File: src/rtl/escape_rgb_mapper.sv
// Maps a Mandelbrot escape count to an R/G/B triple using three
// serial shift-add multipliers and a start/done/ack handshake.
module escape_rgb_mapper #(
    parameter int ESC_W     = 10,
    parameter int COEFF_W   = 8,
    parameter int FRAC_BITS = 4,
    parameter int COLOR_W   = 8
) (
    input  logic               clk,
    input  logic               reset,
    input  logic               start,
    input  logic [ESC_W-1:0]   escape,
    input  logic [ESC_W-1:0]   max_iter,
    input  logic [1:0]         mode,
    input  logic [COEFF_W-1:0] coeff_r,
    input  logic [COEFF_W-1:0] coeff_g,
    input  logic [COEFF_W-1:0] coeff_b,
    output logic [COLOR_W-1:0] red,
    output logic [COLOR_W-1:0] green,
    output logic [COLOR_W-1:0] blue,
    output logic               busy,
    output logic               done,
    input  logic               ack
);

    localparam int ACC_W = ESC_W + COEFF_W;
    localparam int CNT_W = $clog2(ESC_W + 1);
    localparam logic [ACC_W-1:0] CMAX = ACC_W'((1 << COLOR_W) - 1);
    localparam logic [CNT_W-1:0] LAST = CNT_W'(ESC_W - 1);

    typedef enum logic [1:0] {IDLE, MUL, RESULT, DONE} state_t;

    state_t             state_q, state_d;
    logic [ESC_W-1:0]   mplier_q, mplier_d;
    logic [ACC_W-1:0]   mcand_q [3];
    logic [ACC_W-1:0]   mcand_d [3];
    logic [ACC_W-1:0]   acc_q [3];
    logic [ACC_W-1:0]   acc_d [3];
    logic [COLOR_W-1:0] rgb_q [3];
    logic [COLOR_W-1:0] rgb_d [3];
    logic [CNT_W-1:0]   step_q, step_d;
    logic               inset_q, inset_d;
    logic               band_q, band_d;
    logic               done_q, done_d;
    logic               perch;

    // Band mode wraps; every other mode clamps to full intensity.
    function automatic logic [COLOR_W-1:0] map_chan(
        input logic [ACC_W-1:0] acc,
        input logic             band
    );
        logic [ACC_W-1:0] s;
        s = acc >> FRAC_BITS;
        if (!band && s > CMAX) map_chan = '1;
        else                   map_chan = s[COLOR_W-1:0];
    endfunction

    assign perch = mode[0] ^ mode[1];

    always_comb begin
        state_d  = state_q;
        mplier_d = mplier_q;
        step_d   = step_q;
        inset_d  = inset_q;
        band_d   = band_q;
        done_d   = done_q;
        for (int i = 0; i < 3; i++) begin
            mcand_d[i] = mcand_q[i];
            acc_d[i]   = acc_q[i];
            rgb_d[i]   = rgb_q[i];
        end
        unique case (state_q)
            IDLE: begin
                if (start) begin
                    mplier_d   = escape;
                    mcand_d[0] = ACC_W'(coeff_r);
                    mcand_d[1] = ACC_W'(perch ? coeff_g : coeff_r);
                    mcand_d[2] = ACC_W'(perch ? coeff_b : coeff_r);
                    for (int i = 0; i < 3; i++) acc_d[i] = '0;
                    step_d  = '0;
                    band_d  = (mode == 2'b10);
                    inset_d = (escape >= max_iter);
                    state_d = (escape >= max_iter) ? RESULT : MUL;
                end
            end
            MUL: begin
                for (int i = 0; i < 3; i++) begin
                    if (mplier_q[0]) acc_d[i] = acc_q[i] + mcand_q[i];
                    mcand_d[i] = mcand_q[i] << 1;
                end
                mplier_d = mplier_q >> 1;
                step_d   = step_q + 1'b1;
                if (step_q == LAST) state_d = RESULT;
            end
            RESULT: begin
                for (int i = 0; i < 3; i++)
                    rgb_d[i] = inset_q ? '0 : map_chan(acc_q[i], band_q);
                done_d  = 1'b1;
                state_d = DONE;
            end
            DONE: begin
                if (ack) begin
                    done_d  = 1'b0;
                    state_d = IDLE;
                end
            end
        endcase
    end

    always_ff @(posedge clk) begin
        if (reset) begin
            state_q  <= IDLE;
            mplier_q <= '0;
            step_q   <= '0;
            inset_q  <= 1'b0;
            band_q   <= 1'b0;
            done_q   <= 1'b0;
            for (int i = 0; i < 3; i++) begin
                mcand_q[i] <= '0;
                acc_q[i]   <= '0;
                rgb_q[i]   <= '0;
            end
        end else begin
            state_q  <= state_d;
            mplier_q <= mplier_d;
            step_q   <= step_d;
            inset_q  <= inset_d;
            band_q   <= band_d;
            done_q   <= done_d;
            for (int i = 0; i < 3; i++) begin
                mcand_q[i] <= mcand_d[i];
                acc_q[i]   <= acc_d[i];
                rgb_q[i]   <= rgb_d[i];
            end
        end
    end

    assign red   = rgb_q[0];
    assign green = rgb_q[1];
    assign blue  = rgb_q[2];
    assign done  = done_q;
    assign busy  = (state_q != IDLE);

endmodule

File: config.mk
export PLATFORM = sky130hd
export DESIGN_NAME = escape_rgb_mapper
export DESIGN_NICKNAME = d
export VERILOG_FILES = /design/src/rtl/escape_rgb_mapper.sv
export SDC_FILE = /design/constraint.sdc
export NUM_CORES = 1
export LEC_CHECK = 0
export BUFFER_PORTS_ARGS = -buffer_cell sky130_fd_sc_hd__buf_4
export CAP_MARGIN = 40
export CORE_MARGIN = 3
export CORE_UTILIZATION = 60
export DETAILED_ROUTE_END_ITERATION = 6
export HOLD_SLACK_MARGIN = 0.1
export PLACE_DENSITY_LB_ADDON = 0.15
export SLEW_MARGIN = 10
export SYNTH_ARGS = -nofsm -noshare
export SYNTH_HDL_FRONTEND = slang
export SYNTH_SLANG_ARGS = --single-unit
export TNS_END_PERCENT = 100
File: constraint.sdc
create_clock -name clk -period 3.4 [get_ports clk]
set_input_delay 0.34 -clock clk [delete_from_list [all_inputs] [get_ports clk]]
set_output_delay 0.34 -clock clk [all_outputs]
set_load 0.01 [all_outputs]
=== Word-level counts from Yosys, hierarchy flattened ===
Memory sizes are Yosys's and may differ from the RTL's.
Index checks and enable logic that the tools add are counted.

* Output and inout port bits: 26
* Memories: 3
* Bits in writable memories: 132
* Register bits: 19

{| class="wikitable"
|+ Memories
! name !! words !! bits a word !! read ports !! clocked after memory_dff !! write ports !! line !! text
|-
| acc_q || 3 || 18 || 3 || 0 || 3 || 37 || <nowiki>logic [ACC_W-1:0] acc_q [3];</nowiki>
|-
| mcand_q || 3 || 18 || 3 || 0 || 3 || 35 || <nowiki>logic [ACC_W-1:0] mcand_q [3];</nowiki>
|-
| rgb_q || 3 || 8 || 3 || 0 || 3 || 39 || <nowiki>logic [COLOR_W-1:0] rgb_q [3];</nowiki>
|}

* Eq/ne operators: 8
* Bitwise gates (word level): 10
* Order comparisons: 4
* Muxes and demuxes: 39
* Reduce and logical (&&, ||, !) cells: 12
* Add/subtract/negate cells: 4

{| class="wikitable"
|+ Operator list
! operator !! number
|-
| $pmux W54 S2 || 2
|-
| $mux W18 || 9
|-
| $mux W54 || 2
|-
| $mux W8 || 11
|-
| $add A18 B18 Y18 || 3
|-
| $gt A14 B8 Y1 const B || 3
|-
| $mux W24 || 1
|-
| $pmux W10 S2 || 1
|-
| $ge A10 B10 Y1 || 1
|-
| $mux W10 || 1
|-
| $or A1 B1 Y1 || 9
|-
| $mux W2 || 4
|-
| $pmux W2 S4 || 1
|-
| $pmux W4 S2 || 1
|-
| $eq A2 B2 Y1 const B || 3
|-
| $ne A2 B2 Y1 const B || 3
|-
| $reduce_and A2 Y1 || 3
|-
| $reduce_bool A2 Y1 || 3
|-
| $add A4 B1 Y4 const B || 1
|-
| $eq A4 B4 Y1 const B || 1
|-
| $mux W1 || 4
|-
| $mux W4 || 1
|-
| $logic_and A1 B1 Y1 || 3
|-
| $reduce_and A3 Y1 || 1
|-
| 5 further kinds || 5
|}

=== Depth between registers and ports, before layout ===
Gate-level depths: netlist (run 1).

* Word-level depth: 6
* Mapped depth: 11
* Gate-level depth less buffers: 10

=== Worst setup path after synthesis (run 1) ===
OpenSTA, ideal clock, no wires.

* Kind: register -> register
* From: mem mcand_q[0][36] (netlist name)
* To: mem acc_q[0][52] (netlist name)
* Stages on the path, launching flop included: 10
* Arrival: 2214 ps
* Slack: 1057 ps
* Required time: 3271 ps
* Path buffers: 0
* Library setup time: 129 ps
* Path through: dfxtp_1 > ha_1 > fa_1 > a211oi_1 > o21ai_0 > a31oi_1 > o21ai_1 > a221oi_1 > xor2_1 > o21ai_0

{| class="wikitable"
|+ RTL lines
! what !! line
|-
| from (decl) || 35
|-
| to (decl) || 37
|}

==> results.md, run 1 <==
- Outcome: completed
- CTS-repair resized insts: 0
- Final setup violating endpoints: 0
- Post-DP HPWL: 14,200 um
- Final period utilization: 0.772
- CP Class: flip-flop to flip-flop
- Power per Cell Area: 593 nW/um^2
- Num CTS Buffers: 17
- Die Width: 126 um
- # rows: 43
- Tmin final: 2.63 ns
- Worst r2r src: mcand_q[0][36]$_SDFFE_PP0P_
- Clock-pin transition on the worst setup and hold timing paths: 0.06 ns
- Routed WL: 20,300 um
- Drt drc: 0
- Die ar.: 15,900 um^2
- Reg2reg setup slack: 0.77 ns
- Most used flip-flop cell after synthesis: dfxtp_1
- Crit path max fanout: 3
- Setup TNS: 0 ns
- Largest net degree at the start of global routing: 73
- CTS tree: yes
- Clock sinks: 151
- Nets@finish: 1,232
- Height of the die: 126 um
- Commonest non-fill, non-tap cell in the layout: nor2_1
- Leakage: 4.16 nW
- Final worst slack: 0.774 ns
- Longest Clk Path Bufs: 2
- Io pins: 76
- Vias/cell: 5.84
- Worst Max-Slew Pin Slew: 0.820 ns
- Clock skew: 0.0110 ns
- YS warnings: 0
- Slew Viols, Final: 0
- Max_cap viols: 0
- Post-synth ARST share: 0
- Vias: 7,605
- Hold buffers post-CTS: 0
- Startpoint types: flip-flop
- Cell area after synthesis: 8630 um^2
- Post-Place Cells: 1,272
- Synthesized instance count: 1,064
- Global route overflow: 0
- Worst path required time: 3.70 ns
- Final Util: 0.708
- Initial antenna violation count: 0
- Port buffer count: 75
- Hold Crit Class: input port to flip-flop
- Root buffer cell: clkbuf_16
- Synth-to-layout area growth: 14.7%
- Final antenna-violating net count: 0
- Yosys top cell area share: 0.350
- Starting density of the core: 0.617
- Yosys cell types: 62
- Per-cell routed wire length: 15.6 um
- Area leader, netlist: dfxtp_1
- Crit end category: flip-flop
- Vias in the first global route: 6,990
- Finished Layout Cells: 1,302
- Hold Fails Final Rpt: 0
- First-pass GRT wire length: 33,700 um
- Worst VDD drop: 397 uV
- CTS HTree Levels: 4
- Data arrival time of the critical path: 2.93 ns
- RePlAce Congestion: 0.890
- GR Util All Layers: 0.255
- Post-synth EDFFs: 0
- Drt first pass iters: 5
- #FFs+latches synth: 151
- Net count after synthesis: 1,185
- Max frequency: 381 MHz
- Ant. Diodes: 0
- Worst slew margin: 0.454
- Dominant cells by area after synthesis: dfxtp_1 35%, ha_1 9.9%, nor2_1 7.3%
- Hold wc startpoint: escape[9]
- RSZ-0062 raised after global routing: false
- Critical path startpoint: mcand_q[0][36]$_SDFFE_PP0P_
- Most frequent cells in the layout: 166 x nor2_1, 151 x dfxtp_1, 112 x nand2_1
- Core footprint: 14,000 um^2
- Setup WS pre-CTS: 0.815 ns
- Avg Synthesized Cell Area: 8.11 um^2
- Detailed Route Iter0 Violations: 549
- Setup repair bufs after CTS: 0
- Share of layout cells above drive strength 1: 0.120
- Seq/Total Area, Yosys: 0.350
- Clock Latency Late Sink: 0.42 ns
-- through the flow --
stage,power [mW],cell area (um^2),hold slack (ns)
detailed placement,4.07,9340,0.451
global placement,4.04,9320,0.442
floorplan,3.49,8630,0.436
CTS,5.90,9900,0.168
global route,6.19,9900,0.194
finish,5.87,9900,0.176
-- state kept, by name, indices dropped and copies added, names as in the netlist --
name	cells
acc_q	54
band_q	1
done	1
inset_q	1
mcand_q	54
mplier_q	10
rgb_q	24
state_q	2
step_q	4
-- power breakdown --
| group | total, mW | switching (mW) | internal [mW] |
|---|---|---|---|
| logic | 1.95 | 1.30 | 0.650 |
| registers | 2.11 | 0.165 | 1.95 |
| clock network | 1.81 | 0.710 | 1.10 |
| total | 5.87 | 2.18 | 3.70 |
-- final timing paths --
check                               to  cells after the start
max reg2reg  acc_q[0][52]$_SDFFE_PP0P_                      9
min reg2reg  acc_q[0][20]$_SDFFE_PP0P_                      2
max          acc_q[0][52]$_SDFFE_PP0P_                      9
min           mplier_q[9]$_SDFFE_PP0P_                      3
-- worst max-delay path: stages, from the launching register on --
cell and delay, ns:
dfxtp_1 0.33, ha_1 0.24, fa_1 0.44, a211oi_1 0.33, o21ai_0 0.15, a31oi_1 0.31, o21ai_1 0.16, a221oi_1 0.31
xor2_1 0.17, o21ai_0 0.08
-- cells by family (layout without fill, tap and decap cells) --
group,after synthesis,count (layout),synth area share
AND/OR/NAND/NOR,369,369,0.186
multiplexers,57,57,0.0661
adder cells (fa/ha/maj),71,71,0.106
flip-flops,151,151,0.350
buffers and inverters,91,149,0.0407
AO/OA/AOI/OAI,283,283,0.209
XOR/XNOR,42,42,0.0426
-- cell usage after synthesis (all sizes together) (5+ instances only) --
cell type	n
a211oi	21
a21o	16
a21oi	77
a22oi	54
a31oi	5
and3	5
buf	10
clkbuf	51
dfxtp	151
ha	68
inv	30
mux2i	57
nand2	113
nand2b	9
nand3	20
nand4	13
nor2	167
nor2b	7
nor3	11
o21a	6
o21ai	71
xnor2	23
xor2	19
-- per-layer routing --
layer	part of all wire	vias to the layer above	global-route usage
li1	-	3869	-
met1	0.47	3527	0.351
met2	0.46	186	0.409
met3	0.047	23	0.0458
met4	0.016	0	0.0808
met5	0	-	0
-- cell type report --
type / instances / area (um^2)
Clock buffer: 20 / 457
Sequential cell: 151 / 3020
Clock inverter: 10 / 105
Tap cell: 180 / 225
Inverter: 30 / 113
Timing Repair Buffer: 89 / 688
Multi-Input combinational cell: 822 / 5290
Fill cell: 1124 / 4090
(Power assumes the default switching activity.)
==> run 2: changes to the inputs <==
Settings changed: CORE_UTILIZATION 60 to 55.
Clock period 3.4 ns to 2.3 ns, I/O delays scaled along.
==> results.md, run 2 (same netlist as run 1, synthesis figures left out) <==
- Num CTS Buffers: 17 (unchanged)
- Nets@finish: 1,268 (+2.9%)
- Hold Fails Final Rpt: 0 (unchanged)
- # rows: 45 (+4.7%)
- Die ar.: 17,200 um^2 (+8.6%)
- Initial antenna violation count: 0 (unchanged)
- Startpoint types: flip-flop
- Port buffer count: 75 (unchanged)
- Clock skew: 0.00941 ns (-0.00163 ns)
- First-pass GRT wire length: 36,400 um (+8.2%)
- Power per Cell Area: 906 nW/um^2 (+53%)
- Commonest non-fill, non-tap cell in the layout: nor2_1
- Largest regs: acc_q (54), mcand_q (54), rgb_q (24)
- Clock sinks: 151 (unchanged)
- Post-Place Cells: 1,335 (+5.0%)
- Worst VDD drop: 598 uV (+51%)
- Final antenna-violating net count: 0 (unchanged)
- Starting density of the core: 0.566 (-0.0514)
- Slew Viols, Final: 0 (unchanged)
- Final setup violating endpoints: 0 (unchanged)
- Setup WS pre-CTS: -0.0637 ns (-0.879 ns)
- Outcome: completed
- Share of layout cells above drive strength 1: 0.172 (+0.0514)
- Most frequent cells in the layout: 166 x nor2_1, 146 x dfxtp_1, 121 x buf_4
- Hold Crit Class: input port to flip-flop
- Post-DP HPWL: 15,100 um (+5.7%)
- Drt drc: 0 (unchanged)
- Height of the die: 131 um (+4.2%)
- Root buffer cell: clkbuf_16
- Final worst slack: 0.0655 ns (-0.708 ns)
- Worst path required time: 2.66 ns (-1.04 ns)
- Routed WL: 21,800 um (+7.5%)
- Tmin final: 2.23 ns (-0.392 ns)
- Die Width: 131 um (+4.2%)
- CTS tree: yes
- CP Class: flip-flop to flip-flop
- Largest net degree at the start of global routing: 85 (+16%)
- Vias: 7,827 (+2.9%)
- Post-DP Area: 9620 um^2 (+3.1%)
- Detailed Route Iter0 Violations: 570 (+3.8%)
- Pwr Total: 9.50 mW (+62%)
- Worst slew margin: 0.400 (-0.0537)
- Vias/cell: 5.71 (-2.2%)
- GR Util All Layers: 0.253 (-0.00192)
- Crit end category: flip-flop
- Setup TNS: 0 ns (unchanged)
- Ant. Diodes: 0 (unchanged)
- Max frequency: 448 MHz (+18%)
- Synth-to-layout area growth: 21.4%
- Clock Latency Late Sink: 0.43 ns (about the same)
- Final period utilization: 0.972 (+0.199)
- Longest Clk Path Bufs: 2 (unchanged)
- Per-cell routed wire length: 15.9 um (+2.2%)
- Non-Filler Cell Area, Final: 10,500 um^2 (+5.9%)
- Worst Max-Slew Pin Slew: 0.900 ns (+0.0805 ns)
- Finished Layout Cells: 1,370 (+5.2%)
- Io pins: 76 (unchanged)
- Crit path max fanout: 5 (+2)
- Vias in the first global route: 7,512 (+7.5%)
- Data arrival time of the critical path: 2.59 ns (-0.34 ns)
- RSZ-0062 raised after global routing: true
- Core footprint: 15,300 um^2 (+9.1%)
- Global route overflow: 0 (unchanged)
- Leakage: 4.44 nW (+6.9%)
- Clock-pin transition on the worst setup and hold timing paths: 0.06 ns (about the same)
- Max_cap viols: 0 (unchanged)
- CTS HTree Levels: 4 (unchanged)
- Drt first pass iters: 5 (unchanged)
- RePlAce Congestion: 0.926 (+3.9%)
## run 2: timing repair
item	4_1_cts	5_1_grt
hold buffers	2	0
setup buffers	0	2
resized for setup	8	31
endpoints found under the setup margin	10	16
pin swaps	1	22
hold endpoints to repair	2	0
## run 2: area by class of cell
| class | count | area, um^2 |
|---|---|---|
| multi-input combinational | 822 | 5440 |
| fill | 1255 | 4770 |
| sequential | 151 | 3030 |
| timing repair buffer | 125 | 960 |
| clock buffer | 18 | 429 |
| tap | 211 | 264 |
| clock inverter | 13 | 253 |
| inverter | 30 | 113 |
## run 2: routing by layer
metal / global-route usage / wire [um] / vias up
met5: 0 / 0 / -
li1: - / - / 3946
met1: 0.350 / 10400 / 3644
met2: 0.396 / 9740 / 204
met3: 0.0532 / 1170 / 33
met4: 0.0823 / 531 / 0
## run 2: worst paths after layout
| path | slack (ns) | cells past startpoint | to | startpoint |
|---|---|---|---|---|
| worst min register to register | 0.46 | 2 | acc_q[0][0]$_SDFFE_PP0P_ | acc_q[0][0]$_SDFFE_PP0P_ |
| worst max-delay path | 0.07 | 8 | acc_q[0][53]$_SDFFE_PP0P_ | mcand_q[0][45]$_SDFFE_PP0P_ |
| worst max register to register | 0.07 | 8 | acc_q[0][53]$_SDFFE_PP0P_ | mcand_q[0][45]$_SDFFE_PP0P_ |
| worst min-delay path | 0.12 | 3 | inset_q$_SDFFE_PP0P_ | start |
## run 2: power breakdown
| part | switching [mW] | internal, mW |
|---|---|---|
| Combinational | 2.06 | 1.09 |
| Sequential | 0.218 | 2.88 |
| Clock | 1.12 | 2.14 |
## run 2: worst max-delay path: stages, from the launching register on
cell and delay [ns]:
dfxtp_1 0.33, ha_1 0.40, nand2_2 0.12, or3b_1 0.42, o21ai_2 0.09, o2111ai_2 0.14, nand3b_1 0.12, or4b_1 0.46
o211ai_2 0.08
## run 2: through the flow
step / utilization / hold WS (ns)
3_5_place_dp: 0.631 / 0.451
3_3_place_gp: 0.631 / 0.444
2_1_floorplan: - / 0.378
6_report: 0.687 / 0.123
4_1_cts: 0.679 / 0.115
5_1_grt: 0.687 / 0.145
==> run 3: changes to the inputs <==
Settings changed: CORE_ASPECT_RATIO set to 1.2, CORE_UTILIZATION 55 to 60.
Clock period 2.3 ns to 2.2 ns, I/O delays scaled along.
==> results.md, run 3 (same netlist as run 1, synthesis figures left out) <==
- Outcome: finished with violations
- # rows: 47 (+4.4%)
- Height of the die: 137 um (+4.7%)
- Synth-to-layout area growth: 23.2%
- Crit end category: flip-flop
- Post-DP HPWL: 15,100 um (+0.36%)
- Data arrival time of the critical path: 2.53 ns (-0.06 ns)
- Starting density of the core: 0.619 (+0.0536)
- Setup TNS: -0.0174 ns (-0.0174 ns)
- CP Class: flip-flop to flip-flop
- Port buffer count: 75 (unchanged)
- RSZ-0062 raised after global routing: true
- Vias: 7,984 (+2.0%)
- CTS tree: yes
- Global route overflow: 0 (unchanged)
- Io pins: 76 (unchanged)
- Nets@finish: 1,284 (+1.3%)
- Power per Cell Area: 909 nW/um^2 (+0.30%)
- Detailed Route Iter0 Violations: 560 (-1.8%)
- Worst path required time: 2.52 ns (-0.14 ns)
- Crit path max fanout: 3 (-2)
- Max_cap viols: 0 (unchanged)
- Final antenna-violating net count: 0 (unchanged)
- Leakage: 4.48 nW (+0.90%)
- Startpoint types: flip-flop
- Reg2reg setup slack: -0.01 ns (-0.08 ns)
- Ant. Diodes: 0 (unchanged)
- GR Util All Layers: 0.284 (+0.0309)
- Clock Latency Late Sink: 0.43 ns (about the same)
- Commonest non-fill, non-tap cell in the layout: nor2_1
- Drt drc: 0 (unchanged)
- Max frequency: 452 MHz (+1.0%)
- Num CTS Buffers: 17 (unchanged)
- Final setup violating endpoints: 2 (+2)
- Clock-pin transition on the worst setup and hold timing paths: 0.06 ns (about the same)
- RePlAce Congestion: 0.893 (-3.6%)
- Die Width: 116 um (-12%)
- Root buffer cell: clkbuf_16
- Sequential Area: 3040 um^2 (+0.21%)
- Slew Viols, Final: 0 (unchanged)
- Final worst slack: -0.0117 ns (-0.0772 ns)
- Largest net degree at the start of global routing: 66 (-22%)
- Tmin final: 2.21 ns (-0.0228 ns)
- Initial antenna violation count: 0 (unchanged)
- Hold Fails Final Rpt: 0 (unchanged)
- Worst slew margin: 0.459 (+0.0589)
- Clock sinks: 151 (unchanged)
- CTS HTree Levels: 4 (unchanged)
- Multi-input gate area: 5550 um^2 (+2.1%)
- Vias in the first global route: 7,539 (+0.36%)
- Worst VDD drop: 1150 uV (+92%)
- Final period utilization: 1.01 (+0.0338)
- Vias/cell: 5.93 (+3.8%)
- Largest regs: acc_q (54), mcand_q (54), rgb_q (24)
- Longest Clk Path Bufs: 2 (unchanged)
- Share of layout cells above drive strength 1: 0.192 (+0.0206)
- Per-cell routed wire length: 16.6 um (+4.1%)
- Drt first pass iters: 5 (unchanged)
- Clock skew: 0.00930 ns (-0.000111 ns)
- Hold Crit Class: input port to flip-flop
- Routed WL: 22,400 um (+2.3%)
- Core footprint: 13,900 um^2 (-8.7%)
- Pwr Total: 9.67 mW (+1.7%)
- Fillcell total: 1,025 (-18%)
- Die ar.: 15,900 um^2 (-7.9%)
- First-pass GRT wire length: 36,400 um (about the same)
- Most frequent cells in the layout: 166 x nor2_1, 143 x dfxtp_1, 131 x buf_4
- Worst Max-Slew Pin Slew: 0.812 ns (-0.0883 ns)
- Failing checks: negative setup slack
[run 3: changes by cell type in the layout (fill, tap and decap cells not counted), moves of 4 or more]
cell | previous run | this run
o21ai_0 | 57 | 53
ha_4 | 2 | 8
clkbuf_8 | 0 | 4
buf_4 | 121 | 131
ha_1 | 62 | 56
buf_12 | 1 | 5
bufinv_16 | 7 | 2
[run 3: where the power goes]
group	leakage (nW)	switching, mW	internal [mW]
logic	2.97	2.19	1.31
registers	1.23	0.248	3.01
clock network	0.282	1.12	1.78
[run 3: per-layer routing]
metal	vias up	GRT usage	wire length (um)
met1	3782	0.379	10200
met5	-	0	0
met2	208	0.466	10600
li1	3964	-	-
met4	0	0.0881	444
met3	30	0.0518	1110
[run 3: stage by stage]
stage                     setup WS (ns)  instances   util  cell area [um^2]  hold WS, ns
after floorplan                 0.00836       1064      -              8650        0.368
final                           -0.0117       1346  0.763             10600        0.123
after global routing             -0.140       1346  0.763             10600        0.137
after global placement          -0.0683       1306  0.697              9710        0.442
after CTS                       0.00107       1342  0.749             10400        0.118
after detailed placement         -0.130       1306  0.697              9710        0.448
[run 3: final timing paths]
check	startpoint	to	cells past startpoint
hold reg to reg	acc_q[0][2]$_SDFFE_PP0P_	acc_q[0][2]$_SDFFE_PP0P_	2
setup / recovery	mcand_q[0][37]$_SDFFE_PP0P_	acc_q[0][52]$_SDFFE_PP0P_	9
setup reg to reg	mcand_q[0][37]$_SDFFE_PP0P_	acc_q[0][52]$_SDFFE_PP0P_	9
hold / removal	ack	done$_SDFFE_PP0P_	4
[run 3: worst max-delay path, stage by stage (launching register included)]
cell and delay [ns]:
dfxtp_4 0.36, buf_4 0.14, fa_2 0.41, a211oi_4 0.26
o21ai_1 0.10, a31oi_2 0.21, o21ai_2 0.10, a221oi_2 0.28
xor2_1 0.18, o21ai_1 0.07
[run 3: repair_timing]
action	4_1_cts	5_1_grt
endpoints found under the hold margin	3	0
endpoints found under the setup margin	11	23
pin swaps	15	10
hold buffers	3	0
setup buffers	2	4
gates resized for setup	25	37
[run 3: cell type report]
type,instances,share of cell area
inverter,30,0.0106
clock buffer,24,0.0462
sequential,151,0.285
multi-input combinational,822,0.522
clock inverter,7,0.00883
tap,171,0.0201
timing repair buffer,141,0.107
